==> config.mk <==
export PLATFORM = sky130hd
export DESIGN_NAME = frame_load_ctrl
export DESIGN_NICKNAME = d
export VERILOG_FILES = /design/src/rtl/frame_load_ctrl.sv
export SDC_FILE = /design/constraint.sdc
export NUM_CORES = 1
export LEC_CHECK = 0
export ABC_AREA = 0
export CORE_MARGIN = 8
export CORE_UTILIZATION = 44
export CTS_CLUSTER_SIZE = 24
export DETAILED_ROUTE_END_ITERATION = 12
export PLACE_DENSITY = 0.72
export SYNTH_ARGS = -nofsm -noshare
export SYNTH_HDL_FRONTEND = slang
export SYNTH_SLANG_ARGS = --single-unit
==> constraint.sdc <==
create_clock -name CLK -period 1.9 [get_ports CLK]
set_input_delay 0.38 -clock CLK [delete_from_list [all_inputs] [get_ports CLK]]
set_output_delay 0.38 -clock CLK [all_outputs]
set_load 0.1 [all_outputs]
==> src/rtl/frame_load_ctrl.sv <==
// frame_load_ctrl
//   Sequences SPI-received pixel bytes into a double-buffered frame RAM. Bytes are always
//   written to the buffer the scanner is not reading. A completed frame is handed to the
//   scanner only at its end-of-frame boundary, so a displayed frame never tears.
//
// Ports
//   CLK             system clock
//   RST             synchronous, active-high reset
//   cs_n            SPI chip select (already synchronised), low = transfer active
//   rx_valid        one-cycle strobe, rx_data holds a new byte
//   rx_data         received byte
//   disp_frame_end  one-cycle pulse from the scanner after the last row of a scan
//   wr_en           frame RAM write enable (registered)
//   wr_addr         {buffer select, byte index} (registered)
//   wr_data         frame RAM write data (registered)
//   disp_buf        buffer the scanner reads, 0 = a, 1 = b
//   load_busy       high whenever a transfer is being loaded or a swap is pending
//   frame_ready     full frame loaded, swap pending
//   short_err       one-cycle pulse: transfer ended before a full frame
//   overrun_err     one-cycle pulse: byte received while a swap is pending
//   frame_count     number of completed swaps, wraps at 256
module frame_load_ctrl #(
    parameter int unsigned COLS   = 64,
    parameter int unsigned ROWS   = 32,
    parameter int unsigned ADDR_W = 13
) (
    input  logic              CLK,
    input  logic              RST,
    input  logic              cs_n,
    input  logic              rx_valid,
    input  logic [7:0]        rx_data,
    input  logic              disp_frame_end,
    output logic              wr_en,
    output logic [ADDR_W:0]   wr_addr,
    output logic [7:0]        wr_data,
    output logic              disp_buf,
    output logic              load_busy,
    output logic              frame_ready,
    output logic              short_err,
    output logic              overrun_err,
    output logic [7:0]        frame_count
);

    localparam int unsigned FRAME_BYTES = COLS * ROWS * 3;
    localparam logic [ADDR_W-1:0] LAST_IDX = ADDR_W'(FRAME_BYTES - 1);

    typedef enum logic [1:0] {
        StIdle,
        StLoad,
        StPend
    } state_e;

    state_e            state_q, state_d;
    logic [ADDR_W-1:0] idx_q, idx_d;
    logic              wr_en_q, wr_en_d;
    logic [ADDR_W:0]   wr_addr_q, wr_addr_d;
    logic [7:0]        wr_data_q, wr_data_d;
    logic              disp_buf_q, disp_buf_d;
    logic              short_err_q, short_err_d;
    logic              overrun_err_q, overrun_err_d;
    logic [7:0]        frame_count_q, frame_count_d;

    always_comb begin
        state_d       = state_q;
        idx_d         = idx_q;
        wr_en_d       = 1'b0;
        wr_addr_d     = wr_addr_q;
        wr_data_d     = wr_data_q;
        disp_buf_d    = disp_buf_q;
        short_err_d   = 1'b0;
        overrun_err_d = 1'b0;
        frame_count_d = frame_count_q;

        unique case (state_q)
            StIdle: begin
                // Bytes strobed while idle are ignored; the next transfer starts at index 0.
                idx_d = '0;
                if (!cs_n) begin
                    state_d = StLoad;
                end
            end
            StLoad: begin
                if (cs_n) begin
                    // Transfer ended early: drop any byte in this cycle, keep displayed buffer.
                    short_err_d = 1'b1;
                    state_d     = StIdle;
                end else if (rx_valid) begin
                    wr_en_d   = 1'b1;
                    wr_addr_d = {~disp_buf_q, idx_q};
                    wr_data_d = rx_data;
                    if (idx_q == LAST_IDX) begin
                        state_d = StPend;
                    end else begin
                        idx_d = idx_q + 1'b1;
                    end
                end
            end
            StPend: begin
                if (rx_valid) begin
                    overrun_err_d = 1'b1;
                end
                if (disp_frame_end) begin
                    disp_buf_d    = ~disp_buf_q;
                    frame_count_d = frame_count_q + 8'd1;
                    state_d       = StIdle;
                end
            end
            default: begin
                state_d = StIdle;
            end
        endcase
    end

    always_ff @(posedge CLK) begin
        if (RST) begin
            state_q       <= StIdle;
            idx_q         <= '0;
            wr_en_q       <= 1'b0;
            wr_addr_q     <= '0;
            wr_data_q     <= '0;
            disp_buf_q    <= 1'b0;
            short_err_q   <= 1'b0;
            overrun_err_q <= 1'b0;
            frame_count_q <= '0;
        end else begin
            state_q       <= state_d;
            idx_q         <= idx_d;
            wr_en_q       <= wr_en_d;
            wr_addr_q     <= wr_addr_d;
            wr_data_q     <= wr_data_d;
            disp_buf_q    <= disp_buf_d;
            short_err_q   <= short_err_d;
            overrun_err_q <= overrun_err_d;
            frame_count_q <= frame_count_d;
        end
    end

    assign wr_en       = wr_en_q;
    assign wr_addr     = wr_addr_q;
    assign wr_data     = wr_data_q;
    assign disp_buf    = disp_buf_q;
    assign load_busy   = (state_q != StIdle);
    assign frame_ready = (state_q == StPend);
    assign short_err   = short_err_q;
    assign overrun_err = overrun_err_q;
    assign frame_count = frame_count_q;

endmodule

==> metrics.cfg, run 1 <==
[power_and_ir_drop]
max-vdd-ir-drop_mv=0.451
p_leak_nw=1.16
power_mw=1.95
power_density_nw_per_um2=648

[global_route]
grt_max_degree=33
grt-ovfl-total=0
grt.total_usage=0.158
grt_pass1_wl_um=9480
grt_pass1_vias=2008
antenna_found_initial=0

[setup_path]
cp-start-kind=flip-flop
worst_ep_required_time_ps=2110
crit_path_max_fanout=5
crit_type=reg -> reg
crit_arrival_ps=1970
end_kind=flip-flop

[sta]
rsz0062_at_grt=no
setup_viol=0
clock.fmax_ghz=0.569
fin_crit_sh=0.925
skew_ps=8.43
worst_slew_pin_slew_ps=384
layout_setup_ws_ps=142
fin_crit_ps=1760
hold_violations=0
max_slew_margin=0.742
drv_slew=0

[clocking]
clk_latency_ps=310
cts_setup_buffers=0
ctsHtreeMaxLevel=2
clk_pin_slew_worst_paths_ps=90
cts_hold_buf=0
cts_num_sinks=49
cts_resized=0
root_buffer=clkbuf_8
cts_tree=done
clk_path_buf_depth=2
cts_made_buffers=5

[drt]
wl_per_cell_um=15.0
vias_per_cell=5.44
routed_wl_um=5540
drtAntennaViolNets=0
dr_total_vias=2013
drt_iter0_drc=126
drcViolationCount=0
drt_pre_antenna_iters=4

[yosys]
synthXorXnorAreaFrac=0.0329
muxShareOfSynthArea=0.00941
netlist-cell-type-count=43
synth-async-reset-ratio=0
synth_compound_area_frac=0.148
synth_top_family_by_area=simple AND/OR/NAND/NOR gates
yosys_most_used_dff=dfxtp_1
ys_seq_area_frac=0.461
synthAdderAreaFrac=0.0118
yosys_register_bits=49
synth_area_um2=2130
syn_area_per_cell_um2=8.41
yosys.area_share.simple=0.296
synth_edf_count=0
synthesis.instances=253
yosys_warnings=0
synth_nets=268

[finish]
drive_above_1_share=0.237
nNetsFinal=330
antennaDiodeCount=0
final_common_cell=nand2_1
area_delta_synth_final_pct=41.3
fillers=405
final_cells=370
final_cell_mix=50 x nand2_1, 49 x dfxtp_1, 43 x buf_4
fin_util=0.641
final_cell_area_um2=3010

[placed_design]
io_buffers=48
gp_congestion=0.912
dp_slack_ps=-39.0
hpwl_um=4090
placed_cell_area_um2=2900
placed_cells=362

[flow_run]
maxCapViolations=0

[floorplanning]
die_area_um2=7320
fp.dieH_um=85.6
start_util=0.454
fp.dieW_um=85.6
coreArea_um2=4690
ios=49
rows=25

[status]
outcome=completed

[min_path]
hold_path_class=reg -> reg

[worst paths after layout]
check	from	to	slack (ps)	cells after the start
worst max-delay path	idx_q[0]	idx_q[6]	140	6
worst min-delay path	wr_data[3]	wr_data[3]	460	2
worst max register to register	idx_q[0]	idx_q[6]	140	6
worst min register to register	wr_data[3]	wr_data[3]	460	2
[metrics by stage]
step / hold slack, ps / TNS [ps]
finish: 457 / 0
global route: 487 / 0
CTS: 462 / 0
detailed placement: 448 / -39.0
global placement: 442 / 0
floorplan: 474 / 0
[worst max-delay path, cell delays in order (launching register included)]
cell      delay [ps]
dfxtp_1          340
ha_1             220
nand3_1          140
buf_4            190
nor4_4           350
nor2_1           150
a221oi_1         280
[layout make-up]
| class | instances | area, um^2 | share of cell area |
|---|---|---|---|
| Clock buffer | 6 | 72.6 | 0.0241 |
| Timing Repair Buffer | 71 | 763 | 0.254 |
| Inverter | 4 | 15.0 | 0.00499 |
| Sequential cell | 49 | 981 | 0.326 |
| Clock inverter | 2 | 38.8 | 0.0129 |
| Tap cell | 54 | 67.6 | 0.0225 |
| Multi-Input combinational cell | 184 | 1070 | 0.355 |
[logic make-up after synthesis]
kind of cell / count (synthesis)
and+or+nand+nor: 121
AOI/OAI and AO/OA: 51
DFF: 49
buffers and inverters: 20
xor gates and xnor gates: 8
muxes: 2
adders and majority gates: 2
[synth_stat cells (3+ instances only)]
cell type,n,area share
nand2_1,50,0.088
dfxtp_1,49,0.46
a21oi_1,24,0.056
nor2_1,14,0.025
clkbuf_1,12,0.021
nand3_1,9,0.021
nand4_1,9,0.026
nor3_1,8,0.019
a31oi_1,6,0.018
o21ai_0,6,0.014
xor2_1,6,0.025
and3_1,5,0.015
nand2b_1,5,0.015
inv_1,4,0.0071
buf_2,3,0.0071
nor4_1,3,0.0088
o211ai_1,3,0.011
or3_1,3,0.0088
[sequential cells by signal (all words and copies together) (netlist names)]
register and count:
wr_en 1, short_err 1, idx_q 13, disp_buf 1, overrun_err 1, wr_data 8, state_q 2, frame_count 8
wr_addr 14
[metal layers]
metal	up-vias	share of wire	GRT usage
li1	1020	-	-
met1	940	0.43	0.184
met2	48	0.48	0.264
met3	5	0.078	0.0583
met4	0	0.0096	0.0478
met5	-	0	0
[power breakdown]
group	total, mW	switching [mW]	internal, mW
logic	0.161	0.104	0.0571
clock network	0.749	0.353	0.395
registers	1.04	0.00621	1.03
(Power assumes the default switching activity.)
==> run 2, diff against run 1 <==
- CTS_CLUSTER_SIZE: 24 -> 40
- SLEW_MARGIN: unset -> 20
==> results of run 2 <==
Final layout, timing and power as in run 1 (identical DEF).
==> run 3, diff against run 2 <==
- CORE_ASPECT_RATIO: unset -> 2
- CORE_UTILIZATION: 44 -> 35
- PLACE_DENSITY: 0.72 -> 0.6
==> metrics.cfg, run 3 (synthesized netlist as in run 1, its figures left out) <==
[placed_design]
hpwl_um=4630
io_buffers=48
gp_congestion=0.897

[drt]
drt_pre_antenna_iters=4
drcViolationCount=0
drtAntennaViolNets=0
vias_per_cell=5.42
dr_total_vias=2093
wl_per_cell_um=15.4
routed_wl_um=5950
drt_iter0_drc=130

[power_and_ir_drop]
power_density_nw_per_um2=659
max-vdd-ir-drop_mv=0.598
p_leak_nw=1.22

[global_route]
grt_max_degree=24
grt.total_usage=0.139
grt-ovfl-total=0
grt_pass1_wl_um=9890
grt_pass1_vias=2020
antenna_found_initial=0

[finish]
antennaDiodeCount=0
nNetsFinal=337
fillers=574
final_cell_mix=50 x nand2_1, 49 x dfxtp_1, 48 x buf_4
area_delta_synth_final_pct=47.1
fin_util=0.526
drive_above_1_share=0.260
final_common_cell=nand2_1
largest_reg_flops=14

[setup_path]
worst-path-buf-inv=0
max_stage_delay_ps=630
crit_arrival_ps=1960
crit_slowest_cell=or4_4
crit_path_max_fanout=11
cp-start-kind=flip-flop
crit_type=reg -> reg
critPathTopFamily=simple AND/OR/NAND/NOR gates
end_kind=flip-flop
crit_path_cell_trace=ha_1 -> nand3_1 -> or4_4 -> a31oi_1 -> a311oi_2
worst_ep_required_time_ps=2060

[sta]
setup_viol=0
hold_slack_ps=453
hold_violations=0
skew_ps=3.72
rsz0062_at_grt=no
max_slew_margin=0.629
fin_setup_tns_ps=0
fin_crit_sh=0.948
drv_slew=0
clock.fmax_ghz=0.555
fin_crit_ps=1800
worst_slew_pin_slew_ps=555

[floorplanning]
start_util=0.357
fp.dieH_um=126
coreArea_um2=5960
ios=49
rows=40
die_area_um2=8980
fp.dieW_um=71.1

[clocking]
clk_pin_slew_worst_paths_ps=60
clk_path_buf_depth=2
ctsHtreeMaxLevel=2
root_buffer=clkbuf_16
cts_hold_buf=0
cts_made_buffers=5
cts_tree=done
cts_num_sinks=49
clk_latency_ps=290
cts_setup_buffers=0

[status]
outcome=completed

[flow_run]
maxCapViolations=0

[min_path]
hold_path_class=reg -> reg

-- run 3: cell types whose count changed in the layout (fill, tap and decap cells not counted) --
| cell | delta |
|---|---|
| clkinv_4 | -1 |
| a311oi_2 | +1 |
| clkbuf_8 | -5 |
| buf_4 | +5 |
| a311oi_1 | -1 |
| buf_12 | +2 |
| nor2_1 | -1 |
| bufinv_16 | -1 |
| clkinv_2 | +2 |
| nor2_2 | +1 |
| clkbuf_16 | +5 |
-- run 3: tightest hold or removal path: cells and delay by family, from the launching register on --
family	cells	cell delay, ps
AND/OR/NAND/NOR	1	50
flip-flops	1	310
AO/OA/AOI/OAI	1	50
-- run 3: what timing repair did --
item,CTS,global route
setup endpoints to repair,0,1
endpoints found under the hold margin,0,0
resized for setup,0,1
-- run 3: layer usage --
metal  wire length (um)  global-route usage  up-vias  part of all wire
met5                  0                   0        -                 0
met4                200              0.0853        0             0.034
li1                   -                   -     1034                 -
met2               3310               0.260       61              0.56
met1               2120               0.125      986              0.36
met3                312              0.0405       12             0.052
-- run 3: worst paths after layout --
| path | from | end | slack [ps] | cells after the start |
|---|---|---|---|---|
| worst min-delay path | wr_addr[10] | wr_addr[10] | 450 | 2 |
| worst max-delay path | idx_q[0] | idx_q[7] | 100 | 5 |
| worst max register to register | idx_q[0] | idx_q[7] | 100 | 5 |
| worst min register to register | wr_addr[10] | wr_addr[10] | 450 | 2 |
-- run 3: area by class of cell --
type | count | area [um^2] | share of cell area
Tap cell | 63 | 78.8 | 0.0252
Sequential cell | 49 | 981 | 0.313
Clock inverter | 2 | 10.0 | 0.00320
Clock buffer | 6 | 129 | 0.0412
Timing Repair Buffer | 78 | 841 | 0.268
Multi-Input combinational cell | 184 | 1080 | 0.344
Inverter | 4 | 15.0 | 0.00479
-- run 3: report_power, final --
| part | total [mW] | internal, mW | switching (mW) |
|---|---|---|---|
| clock | 0.857 | 0.484 | 0.373 |
| sequential | 1.04 | 1.03 | 0.00619 |
| combinational | 0.167 | 0.0608 | 0.106 |
-- run 3: metrics by stage --
step	power, mW	instances	cell area [um^2]	setup WS [ps]
finish	2.06	386	3130	99.3
global route	2.14	386	3130	0.120
CTS	2.09	386	3130	110
detailed placement	1.23	378	2990	-19.5
global placement	1.23	378	2990	-14.5
floorplan	1.16	253	2140	76.3
